$ cat src/rtl/accum_pkg.sv
// Shared definitions for the accumulator sequencer: opcode values and FSM states.
package accum_pkg;

  localparam int OPC_W = 4;

  localparam logic [OPC_W-1:0] OP_LOAD  = 4'd0;
  localparam logic [OPC_W-1:0] OP_STORE = 4'd1;
  localparam logic [OPC_W-1:0] OP_ADDI  = 4'd2;
  localparam logic [OPC_W-1:0] OP_INCP  = 4'd3;
  localparam logic [OPC_W-1:0] OP_SETP  = 4'd4;
  localparam logic [OPC_W-1:0] OP_JMP   = 4'd5;
  localparam logic [OPC_W-1:0] OP_HALT  = 4'd6;
  localparam logic [OPC_W-1:0] OP_NOP   = 4'd7;

  typedef enum logic [2:0] {
    IDLE,
    FETCH,
    DECODE,
    MEM,
    HALT
  } state_e;

endpackage

$ cat src/rtl/step_divider.sv
// Free-running pacing counter: one tick every DIV+1 clocks (DIV=0 ticks every clock).
module step_divider #(
  parameter int DIV = 10
) (
  input  logic clock,
  input  logic reset_n,
  output logic tick
);

  localparam int CNT_W = (DIV > 0) ? $clog2(DIV + 1) : 1;
  localparam logic [CNT_W-1:0] CNT_MAX = CNT_W'(DIV);

  logic [CNT_W-1:0] count_q, count_d;

  // NOTE: every combinational output gets a default first, so no path can infer a latch.
  always_comb begin
    tick    = (count_q == CNT_MAX);
    count_d = tick ? '0 : count_q + 1'b1;
  end

  // NOTE: sequential state is written with non-blocking assignments only.
  always_ff @(posedge clock or negedge reset_n) begin
    if (!reset_n) count_q <= '0;
    else          count_q <= count_d;
  end

endmodule

$ cat src/rtl/accum_core.sv
// Accumulator sequencer: fetch/decode/memory FSM paced by step_divider, one acc and one dptr.
module accum_core
  import accum_pkg::*;
#(
  parameter int DATA_W     = 16,
  parameter int ADDR_W     = 15,
  parameter int START_ADDR = 9216,
  parameter int DATA_LIMIT = 8000,
  parameter int DIV        = 10
) (
  input  logic              clock,
  input  logic              reset_n,
  input  logic              run,
  input  logic [DATA_W-1:0] datain,
  input  logic              ready,
  output logic [ADDR_W-1:0] addrout,
  output logic [DATA_W-1:0] dataout,
  output logic              req,
  output logic              we,
  output logic              halted,
  output logic              illegal
);

  localparam int IMM_W = DATA_W - OPC_W;
  localparam logic [ADDR_W-1:0] START = ADDR_W'(START_ADDR);
  localparam logic [ADDR_W:0]   LIMIT = (ADDR_W + 1)'(DATA_LIMIT);

  state_e            state_q, state_d;
  logic [ADDR_W-1:0] pc_q, pc_d;
  logic [ADDR_W-1:0] dptr_q, dptr_d;
  logic [DATA_W-1:0] acc_q, acc_d;
  logic [DATA_W-1:0] instr_q, instr_d;
  logic              illegal_q, illegal_d;
  logic              tick;
  logic [OPC_W-1:0]  opcode;
  logic [IMM_W-1:0]  imm;
  logic [ADDR_W:0]   incp_sum;

  step_divider #(.DIV(DIV)) u_step_divider (
    .clock   (clock),
    .reset_n (reset_n),
    .tick    (tick)
  );

  assign opcode   = instr_q[DATA_W-1 -: OPC_W];
  assign imm      = instr_q[IMM_W-1:0];
  // One extra bit keeps the carry so an overflowing INCP still compares above the limit.
  assign incp_sum = {1'b0, dptr_q} + (ADDR_W + 1)'(imm);

  always_comb begin
    state_d   = state_q;
    pc_d      = pc_q;
    dptr_d    = dptr_q;
    acc_d     = acc_q;
    instr_d   = instr_q;
    illegal_d = illegal_q;
    req       = 1'b0;
    we        = 1'b0;
    addrout   = pc_q;

    unique case (state_q)
      IDLE: if (tick && run) state_d = FETCH;

      FETCH: begin
        req = 1'b1;
        if (tick && ready) begin
          instr_d = datain;
          state_d = DECODE;
        end
      end

      DECODE: if (tick) begin
        state_d = run ? FETCH : IDLE;
        pc_d    = pc_q + 1'b1;
        case (opcode)
          OP_LOAD, OP_STORE: begin
            state_d = MEM;
            pc_d    = pc_q;
          end
          OP_ADDI: acc_d  = acc_q + DATA_W'(imm);
          OP_INCP: dptr_d = (incp_sum > LIMIT) ? '0 : incp_sum[ADDR_W-1:0];
          OP_SETP: dptr_d = ADDR_W'(imm);
          OP_JMP:  pc_d   = START + ADDR_W'(imm);
          OP_HALT: begin
            state_d = HALT;
            pc_d    = pc_q;
          end
          OP_NOP:  ;
          default: illegal_d = 1'b1;
        endcase
      end

      MEM: begin
        addrout = dptr_q;
        req     = 1'b1;
        we      = (opcode == OP_STORE);
        if (tick && ready) begin
          if (opcode == OP_LOAD) acc_d = datain;
          pc_d    = pc_q + 1'b1;
          state_d = run ? FETCH : IDLE;
        end
      end

      HALT: ;

      default: state_d = IDLE;
    endcase
  end

  always_ff @(posedge clock or negedge reset_n) begin
    if (!reset_n) begin
      state_q   <= IDLE;
      pc_q      <= START;
      dptr_q    <= '0;
      acc_q     <= '0;
      instr_q   <= '0;
      illegal_q <= 1'b0;
    end else begin
      state_q   <= state_d;
      pc_q      <= pc_d;
      dptr_q    <= dptr_d;
      acc_q     <= acc_d;
      instr_q   <= instr_d;
      illegal_q <= illegal_d;
    end
  end

  assign dataout = acc_q;
  assign illegal = illegal_q;
  assign halted  = (state_q == IDLE) || (state_q == HALT);

endmodule

$ cat config.mk
export PLATFORM = sky130hd
export DESIGN_NAME = accum_core
export DESIGN_NICKNAME = d
export VERILOG_FILES = /design/src/rtl/accum_pkg.sv /design/src/rtl/step_divider.sv /design/src/rtl/accum_core.sv
export SDC_FILE = /design/constraint.sdc
export NUM_CORES = 1
export LEC_CHECK = 0
export ABC_AREA = 1
export CAP_MARGIN = 20
export CORE_ASPECT_RATIO = 2
export CORE_MARGIN = 4
export CORE_UTILIZATION = 45
export CTS_CLUSTER_DIAMETER = 120
export CTS_CLUSTER_SIZE = 24
export DETAILED_ROUTE_END_ITERATION = 12
export GPL_TIMING_DRIVEN = 0
export PLACE_DENSITY_LB_ADDON = 0.3
export SLEW_MARGIN = 40
export SYNTH_ARGS = -nofsm -noshare
export SYNTH_HDL_FRONTEND = slang
export SYNTH_SLANG_ARGS = --single-unit
$ cat constraint.sdc
create_clock -name clock -period 2.8 [get_ports clock]
set_input_delay 0.56 -clock clock [delete_from_list [all_inputs] [get_ports clock]]
set_output_delay 0.56 -clock clock [all_outputs]
set_load 0.03 [all_outputs]
## Yosys cells after proc, flatten, opt, wreduce, memory -nomap -nowiden

Cells that the tools add are included.

| operators by class | value |
|---|---|
| $lt $le $gt $ge | 1 |
| bitwise logic cells | 2 |
| eq/ne operators | 19 |
| add/subtract/negate cells | 5 |
| reductions and logical operators | 17 |
| mux-type cells | 22 |

Operators by type and width:

| operator | number |
|---|---|
| $pmux 15 s2 | 3 |
| $mux 16 | 4 |
| $mux 15 | 4 |
| $pmux 16 s2 | 1 |
| $add 15x12->16 | 1 |
| $add 16x12->16 | 1 |
| $eq 4x3->1 const B | 4 |
| $gt 16x13->1 const B | 1 |
| $add 14x12->15 const A | 1 |
| $add 15x1->15 const B | 1 |
| $pmux 3 s5 | 1 |
| $ne 2x2->1 const B | 7 |
| $mux 3 | 4 |
| $reduce_and 5->1 | 2 |
| $eq 4x2->1 const B | 2 |
| $reduce_or 8->1 | 1 |
| $eq 3x2->1 const B | 2 |
| $pmux 3 s2 | 1 |
| $reduce_and 3->1 | 2 |
| $add 4x1->4 const B | 1 |
| $eq 4x1->1 const B | 1 |
| $eq 4x4->1 const B | 1 |
| $logic_not 4->1 | 1 |
| $mux 4 | 1 |
| 12 further kinds | 18 |

| word-level totals | value |
|---|---|
| input port bits | 20 |
| output and inout port bits | 35 |
| register bits | 70 |

## Logic depth before layout (Yosys ltp)

| logic depth | value |
|---|---|
| depth after elaboration | 5 |
| gate-level depth with buffers | 19 |
| mapped depth without buffers | 19 |

## By module

Synthesis repeated with hierarchy kept, for this count alone.

| unflattened totals | value |
|---|---|
| cell total of the unflattened synthesis | 710 |
| area, all modules | 5084.9 µm² |

Modules (own cells, without submodules):

| module | area each (µm²) | times used | sequential area each (µm²) | cells each |
|---|---|---|---|---|
| accum_core | 4898.4 | 1 | 1654.1 | 689 |
| step_divider | 186.4 | 1 | 100.1 | 21 |

## Least setup slack after synthesis

OpenSTA, ideal clock, no wires.

| path | value |
|---|---|
| path type | reg2reg |
| start point | register acc_q[0], in the netlist dataout[0] |
| end point | register acc_q[10], in the netlist dataout[10] |
| cell stages (with the launch flop) | 14 |
| data arrival time | 2250 ps |
| path slack | 485 ps |
| cell sequence | dfrtp_1 ha_1 inv_1 fa_1 inv_1 nand3_1 nand2_1 a21oi_1 o21ai_0 a21oi_1 or2_2 nand3_1 o211ai_1 nand2_1 |

| between the ends | value |
|---|---|
| longest elaborated chain between the ends | 4 |

Ends and longest elaborated chain:

| item | line | RTL |
|---|---|---|
| from (decl) | accum_core.sv:31 | `logic [DATA_W-1:0] acc_q, acc_d;` |
| from (signal assigned) | accum_core.sv:115 | `acc_q <= '0;` |
| from (signal assigned) | accum_core.sv:122 | `acc_q <= acc_d;` |
| $add 16x12->16 | accum_core.sv:80 | `OP_ADDI: acc_d = acc_q + DATA_W'(imm);` |
| $mux 16 | accum_core.sv:75 | `case (opcode)` |
| $mux 16 | accum_core.sv:72 | `DECODE: if (tick) begin` |
| $pmux 16 s2 | accum_core.sv:61 | `unique case (state_q)` |

Every way passes these cells. The select of a mux whose other input is x is not followed.
A chain may end at the register's enable or synchronous reset.

## Final worst setup path

| path | value |
|---|---|
| start point | register state_q[2] |
| end point | output port addrout[1] |

| between the ends | value |
|---|---|
| longest elaborated chain between the ends | 2 |

Ends and longest elaborated chain:

| item | line | RTL |
|---|---|---|
| from (decl) | accum_core.sv:28 | `state_e state_q, state_d;` |
| from (signal assigned) | accum_core.sv:119 | `state_q <= state_d;` |
| $eq 3x2->1 | accum_core.sv:61 |  |
| $mux 15 | accum_core.sv:61 |  |
| to (decl) | accum_core.sv:16 | `output logic [ADDR_W-1:0] addrout,` |

Every way passes these cells.

==> flow_summary_export.csv <==
group,metric,value,unit
outcome,outcome,"complete, no violations",
placed_design,globalplace.congestion,0.948,
logic_synthesis,synth_nets,789,
finish,layout_common_cells,"nand2_1, inv_1, nor2_1, a21oi_1, dfrtp_1",
floorplan,die_area,0.0135,sq mm
floorplan,core_area,0.0114,sq mm
finish,final_common_cell,"nand2_1",
finish,drive_above_1_share,0.122,
route,via_per_inst,5.41,
logic_synthesis,yosysSeqAreaShare,0.336,
route,dr.first_iter.drc_count,273,
worst_setup_path,cp-startpoint,"state_q[2]",
floorplan,pin_count,55,
worst_setup_path,cp-end-kind,"output pin",
timing,setup_violations,0,
timing,max_freq,363,MHz
logic_synthesis,ys_ff_latch,70,
route,route.vias.total,5174,
placed_design,dp_hpwl,12900,um
worst_setup_path,cpMostUsedCell,"nor2_4",
worst_setup_path,crit_type,"reg -> out",
power,power_frac_seq,0.222,
floorplan,die_w,84.2,um
timing,worstMarginPinSlew,0.493,ns
clock_tree,cts_max_level,3,
global_routing,grt_pass1_vias,5529,
route,first_pass_iters,5,
logic_synthesis,syn_inst,741,
clock_tree,numCtsBuffers,9,
logic_synthesis,avgSynthCellArea,7.04,sq um
route,detail_route.wl_per_cell,16.6,um
clock_tree,hold_buffers,0,
worst_setup_path,cp_max_fo,10,
worst_setup_path,required,2.24,ns
timing,slew_headroom,0.671,
power,pwr-share-comb,0.639,
timing,tns,0,ns
finish,final_util,0.550,
power,p_per_area,1330,mW/mm^2
timing,period_share,0.984,
logic_synthesis,ys.flop_type,"dfrtp_1",
floorplan,die_h,160,um
route,wl,15900,um
timing,rsz0062_at_grt,"no",
hold_path,hp-class,"in -> async",
worst_setup_path,crit-reg2reg-launch,"instr_q[0]",
global_routing,overflow,0,
worst_setup_path,r2r_end,"dptr_q[5]",
worst_setup_path,critPathTopFamily,"buffers and inverters",
clock_tree,cts.path.max_buffers,2,
worst_setup_path,reg2reg_depth,15,
global_routing,grt_max_degree,54,
timing,fin_crit,2.75,ns
global_routing,grt_pass1_wl,25700,um
route,postRouteAntennaNets,0,
logic_synthesis,syn_area,0.00522,sq mm
logic_synthesis,yosysWarnings,0,
clock_tree,clk_pin_slew,0.06,ns
power,p_switching,0.00428,W
timing,fin_worst_skew,0.00697,ns
route,drc,0,
clock_tree,cts-root-buf,"clkbuf_16",
worst_setup_path,worstPathCellList,"nor2_4, inv_2, nor2_4, buf_2, nand2_1, o21ai_0, dlygate4sd2_1",
finish,diodes,0,
floorplan,rows,55,
clock_tree,cts_tree,"done",
power,switching_share,0.516,
finish,nets,857,
floorplan,start_util,0.460,
worst_setup_path,startpoint_type,"flip-flop",
clock_tree,clkLatencyLatePin,0.34,ns
power,p_leak,3.19,nW
power,p_clk_frac,0.139,
finish,fill_cells,1105,
worst_setup_path,slowest_stage,"dfrtp_1",
power,vdd_drop_max,726,uV
flow_run,cap_violations,0,
clock_tree,cts_sinks,70,
logic_synthesis,async_reset_ff_frac,1.00,
global_routing,antenna_found_initial,0,
power,finalPower,0.00829,W
logic_synthesis,synth-edff-count,0,
worst_setup_path,critPathBufInv,3,
global_routing,grtUsageTotal,0.240,
power,power.internal,0.00402,W
worst_setup_path,arrival,2.19,ns
worst_setup_path,ff2ff_setup_slack,0.17,ns
worst_setup_path,max_stage_delay,0.48,ns
placed_design,port_buffers,54,
logic_synthesis,yosysUniqueCellTypes,51,
timing,drv_slew,0,
finish,area_growth,19.6,%
timing,hold_violations,0,
[state kept, by name (all words and copies together) (netlist names)]
name	cells
pc_q	15
instr_q	16
u_step_divider.count_q	4
dptr_q	15
illegal	1
state_q	3
dataout	16
[cells by family (layout without fill, tap and decap cells)]
kind of cell / count (synthesis) / in the layout / share of synthesized area
AOI/OAI and AO/OA: 144 / 144 / 0.154
xor gates and xnor gates: 17 / 17 / 0.0300
adders and majority gates: 28 / 28 / 0.0700
DFF: 70 / 70 / 0.336
and+or+nand+nor: 355 / 355 / 0.301
muxes: 6 / 6 / 0.0137
buffers and inverters: 121 / 194 / 0.0949
[power groups by stage]
stage,clock network (W),registers [W],logic [W]
6_report,0.00115,0.00184,0.00530
5_1_grt,0.00120,0.00189,0.00589
4_1_cts,0.00116,0.00182,0.00524
3_5_place_dp,0,0.00184,0.00528
3_3_place_gp,0,0.00182,0.00519
2_1_floorplan,0,0.00190,0.00365
[worst max path at each step]
stage | to | slack [ns] | depth (start not counted)
finish | addrout[1] | 0.05 | 7
global route | addrout[3] | 0.004 | 7
CTS | dptr_q[11] | 0.01 | 15
detailed placement | addrout[5] | -0.12 | 7
global placement | dptr_q[3] | -1.27 | 1
floorplan | dataout[10] | 0.48 | 13
[layer usage]
metal  share of wire  global-route usage  vias to the layer above
met5               0                   0                        -
met4           0.057               0.163                        0
met3           0.027              0.0185                       52
met2            0.58               0.478                      149
met1            0.34               0.220                     2422
li1                -                   -                     2551
[repair_timing]
| item | 4_1_cts | 5_1_grt |
|---|---|---|
| buffers inserted | 0 | 2 |
| gates resized for setup | 23 | 37 |
| setup endpoints to repair | 16 | 26 |
| pin swaps | 0 | 1 |
[area by class of cell]
type / count / area [sq um] / area share
multi-input cells: 550 / 2970 / 0.477
flip-flops and latches: 70 / 1760 / 0.281
repair buffers: 57 / 532 / 0.0852
inverters: 104 / 392 / 0.0628
clock buffers: 10 / 239 / 0.0383
well taps: 142 / 178 / 0.0285
plain buffers: 17 / 110 / 0.0176
clock inverters: 6 / 61.3 / 0.00982
[synthesized netlist by cell type (3+ instances only)]
library cell / count / share of area
nand3_1: 48 / 0.046
nor3_2: 3 / 0.0058
a31oi_1: 3 / 0.0036
o21ai_1: 5 / 0.0048
and2_1: 3 / 0.0036
dfrtp_1: 68 / 0.33
buf_6: 4 / 0.0086
o211ai_1: 6 / 0.0086
inv_1: 90 / 0.065
o21ai_0: 42 / 0.040
nor2_1: 73 / 0.053
nor2_2: 4 / 0.0048
nand3_2: 3 / 0.0058
nand2_2: 5 / 0.0060
o221ai_1: 9 / 0.015
ha_1: 26 / 0.062
clkbuf_1: 6 / 0.0043
nand2_1: 191 / 0.14
a21oi_1: 67 / 0.064
nor2_4: 4 / 0.0086
inv_2: 13 / 0.0094
nand4_1: 8 / 0.0096
nor3_1: 4 / 0.0038
xnor2_1: 7 / 0.012
xor2_1: 9 / 0.015
mux2_2: 5 / 0.011
buf_2: 5 / 0.0048
[stage by stage]
step	instances	hold WS [ns]	worst slack, ns	instance area, sq um
final	956	0.0495	0.0460	6240
after global routing	956	0.0622	0.00361	6240
after CTS	954	0.0527	0.0104	6250
after detailed placement	938	0.409	-0.124	5970
after global placement	937	0.454	-1.27	5940
after floorplan	741	0.264	0.485	5220
Note: power is estimated with default switching activity, not from simulation.
==> patch, RTL diff (same settings) <==
Reset style: synchronous (`reset_n`), changed in 2 clocked blocks.
--- a/src/rtl/step_divider.sv
+++ b/src/rtl/step_divider.sv
@@ -20,5 +20,5 @@
 
   // NOTE: sequential state is written with non-blocking assignments only.
-  always_ff @(posedge clock or negedge reset_n) begin
+  always_ff @(posedge clock) begin
     if (!reset_n) count_q <= '0;
     else          count_q <= count_d;
--- a/src/rtl/accum_core.sv
+++ b/src/rtl/accum_core.sv
@@ -108,5 +108,5 @@
   end
 
-  always_ff @(posedge clock or negedge reset_n) begin
+  always_ff @(posedge clock) begin
     if (!reset_n) begin
       state_q   <= IDLE;
Formal check against the unedited RTL: same outputs for any inputs over 10 cycles, from zero or initial values and one cycle with reset_n low; that may be too few to reach the edited logic, so the function may still have changed.
==> patch against the unedited design <==
- worst setup slack better by 0.033 ns
- sequential cell count stayed put
- design area is 0.52% lower
- wire length decreased by 1.9%
- global-route usage is 0.35 points lower
- synthesized area shrank 1.4%
- non-clock buffer count grew 3
- critical path type unchanged
Power is left out: it rests on default switching activity, and per cell area and clock period it moved more than threefold.
==> patch: results (changes against the unedited design) <==
metric,value,unit,change
postPlaceCellArea,5870,sq um,was 5970 sq um
n_fill_cell,1144,,was 1105
grt_pass1_wl,25400,um,was 25700 um
grt_use_total,23.7,%,was 24.0%
vias_per_cell,5.50,,was 5.41
path_max_fanout,19,,was 10
grt_use_met2,45.1,%,was 47.8%
finalCoreUtilization,55.0,%,about the same
yosys-top-cells-area,"dfxtp_1, nand2_1, a21oi_1",,"was dfrtp_1, nand2_1, inv_1"
dp.cells,945,,was 938
postSynthNetCount,799,,was 789
relSlewSlack,59.6,%,was 67.1%
synth_common_cells,"nand2_1, nor2_1, a21oi_1",,"was nand2_1, inv_1, nor2_1"
port_buffers,54,,unchanged
critical_path_arrival,2.16,ns,was 2.19 ns
cts_setup_buffers,0,,unchanged
grt_remaining_overflow,0,,unchanged
drive_above_1_share,13.5,%,was 12.2%
place_worst_setup_slack,-0.309,ns,was -0.124 ns
route.met2.wl,8390,um,was 9200 um
clockRootBuffer,clkbuf_16,,unchanged
cts_buffers,9,,unchanged
synth_cell_types,50,,was 51
gp_congestion,1.02,,was 0.948
clock_path_buffers,2,,unchanged
dp_hpwl,12700,um,was 12900 um
postSynthAreaPerCell,6.87,sq um,was 7.04 sq um
cp_slowest_cell,dlygate4sd2_1,,was dfrtp_1
synthArstFlopShare,0,%,was 100%
drt_iter0_markers,193,,was 273
grt_max_degree,20,,was 54
clkLatencyLatePin,0.34,ns,about the same
hold_class,flip-flop to flip-flop,,was input port to async pin
htreeDepth,3,,unchanged
met3_length,561,um,was 433 um
status,"complete, no violations",,unchanged
finalClockSkew,0.00750,ns,was 0.00697 ns
drt-met1-wl,5330,um,was 5370 um
grt_pass1_vias,5472,,was 5529
grtUsageMet3,2.74,%,was 1.85%
wl,15600,um,was 15900 um
final_cells,959,,was 956
critPathMaxStageDelay,0.44,ns,was 0.48 ns
nets,862,,was 857
n_antenna_cell,0,,unchanged
highest_layer,met4,,unchanged
maxCapViolCount,0,,unchanged
yosysSeqAreaShare,27.2,%,was 33.6%
grtUsageMet1,21.3,%,was 22.0%
grt_antenna_before_repair,0,,unchanged
dr.pass1.iters,5,,unchanged
## patch: per-stage QoR
| step | hold slack (ns) | TNS [ns] |
|---|---|---|
| 2_1_floorplan | 0.430 | 0 |
| 3_3_place_gp | 0.437 | -2.72 |
| 3_5_place_dp | 0.458 | -2.57 |
| 4_1_cts | 0.472 | 0 |
| 5_1_grt | 0.526 | 0 |
| 6_report | 0.476 | 0 |
## patch: area by class of cell
cell class	instances	share of cell area (%)
multi-input cells	567	52.8
flip-flops and latches	70	22.6
repair buffers	54	8.40
inverters	87	5.30
clock buffers	11	4.07
well taps	142	2.86
plain buffers	23	2.32
clock inverters	5	1.69
## patch: logic make-up after synthesis
group	synth area share, %
simple gates	32.4
compound gates	20.0
buf+inv	9.19
flops	27.2
fa+ha+maj	7.58
xor+xnor	3.60
## patch: worst paths after layout
check	startpoint	endpoint	slack, ns	cells after the start
setup / recovery	state_q[1]$_SDFFE_PN0P_	addrout[12]	0.08	8
hold reg to reg	u_step_divider.count_q[0]$_SDFF_PP0_	u_step_divider.count_q[0]$_SDFF_PP0_	0.48	1
hold / removal	u_step_divider.count_q[0]$_SDFF_PP0_	u_step_divider.count_q[0]$_SDFF_PP0_	0.48	1
setup reg to reg	instr_q[1]$_SDFFE_PN0P_	dptr_q[8]$_SDFFE_PN0P_	0.23	14
## patch: what timing repair did
action | CTS | global route
setup endpoints to repair | 16 | 11
pin swaps | 0 | 0
gates resized for setup | 20 | 3
## patch: worst max-delay path, delay by kind of cell, from the launching register on
family	cells	cell delay, ns
buf+inv	4	0.89
compound gates	1	0.14
flops	1	0.38
simple gates	3	0.41
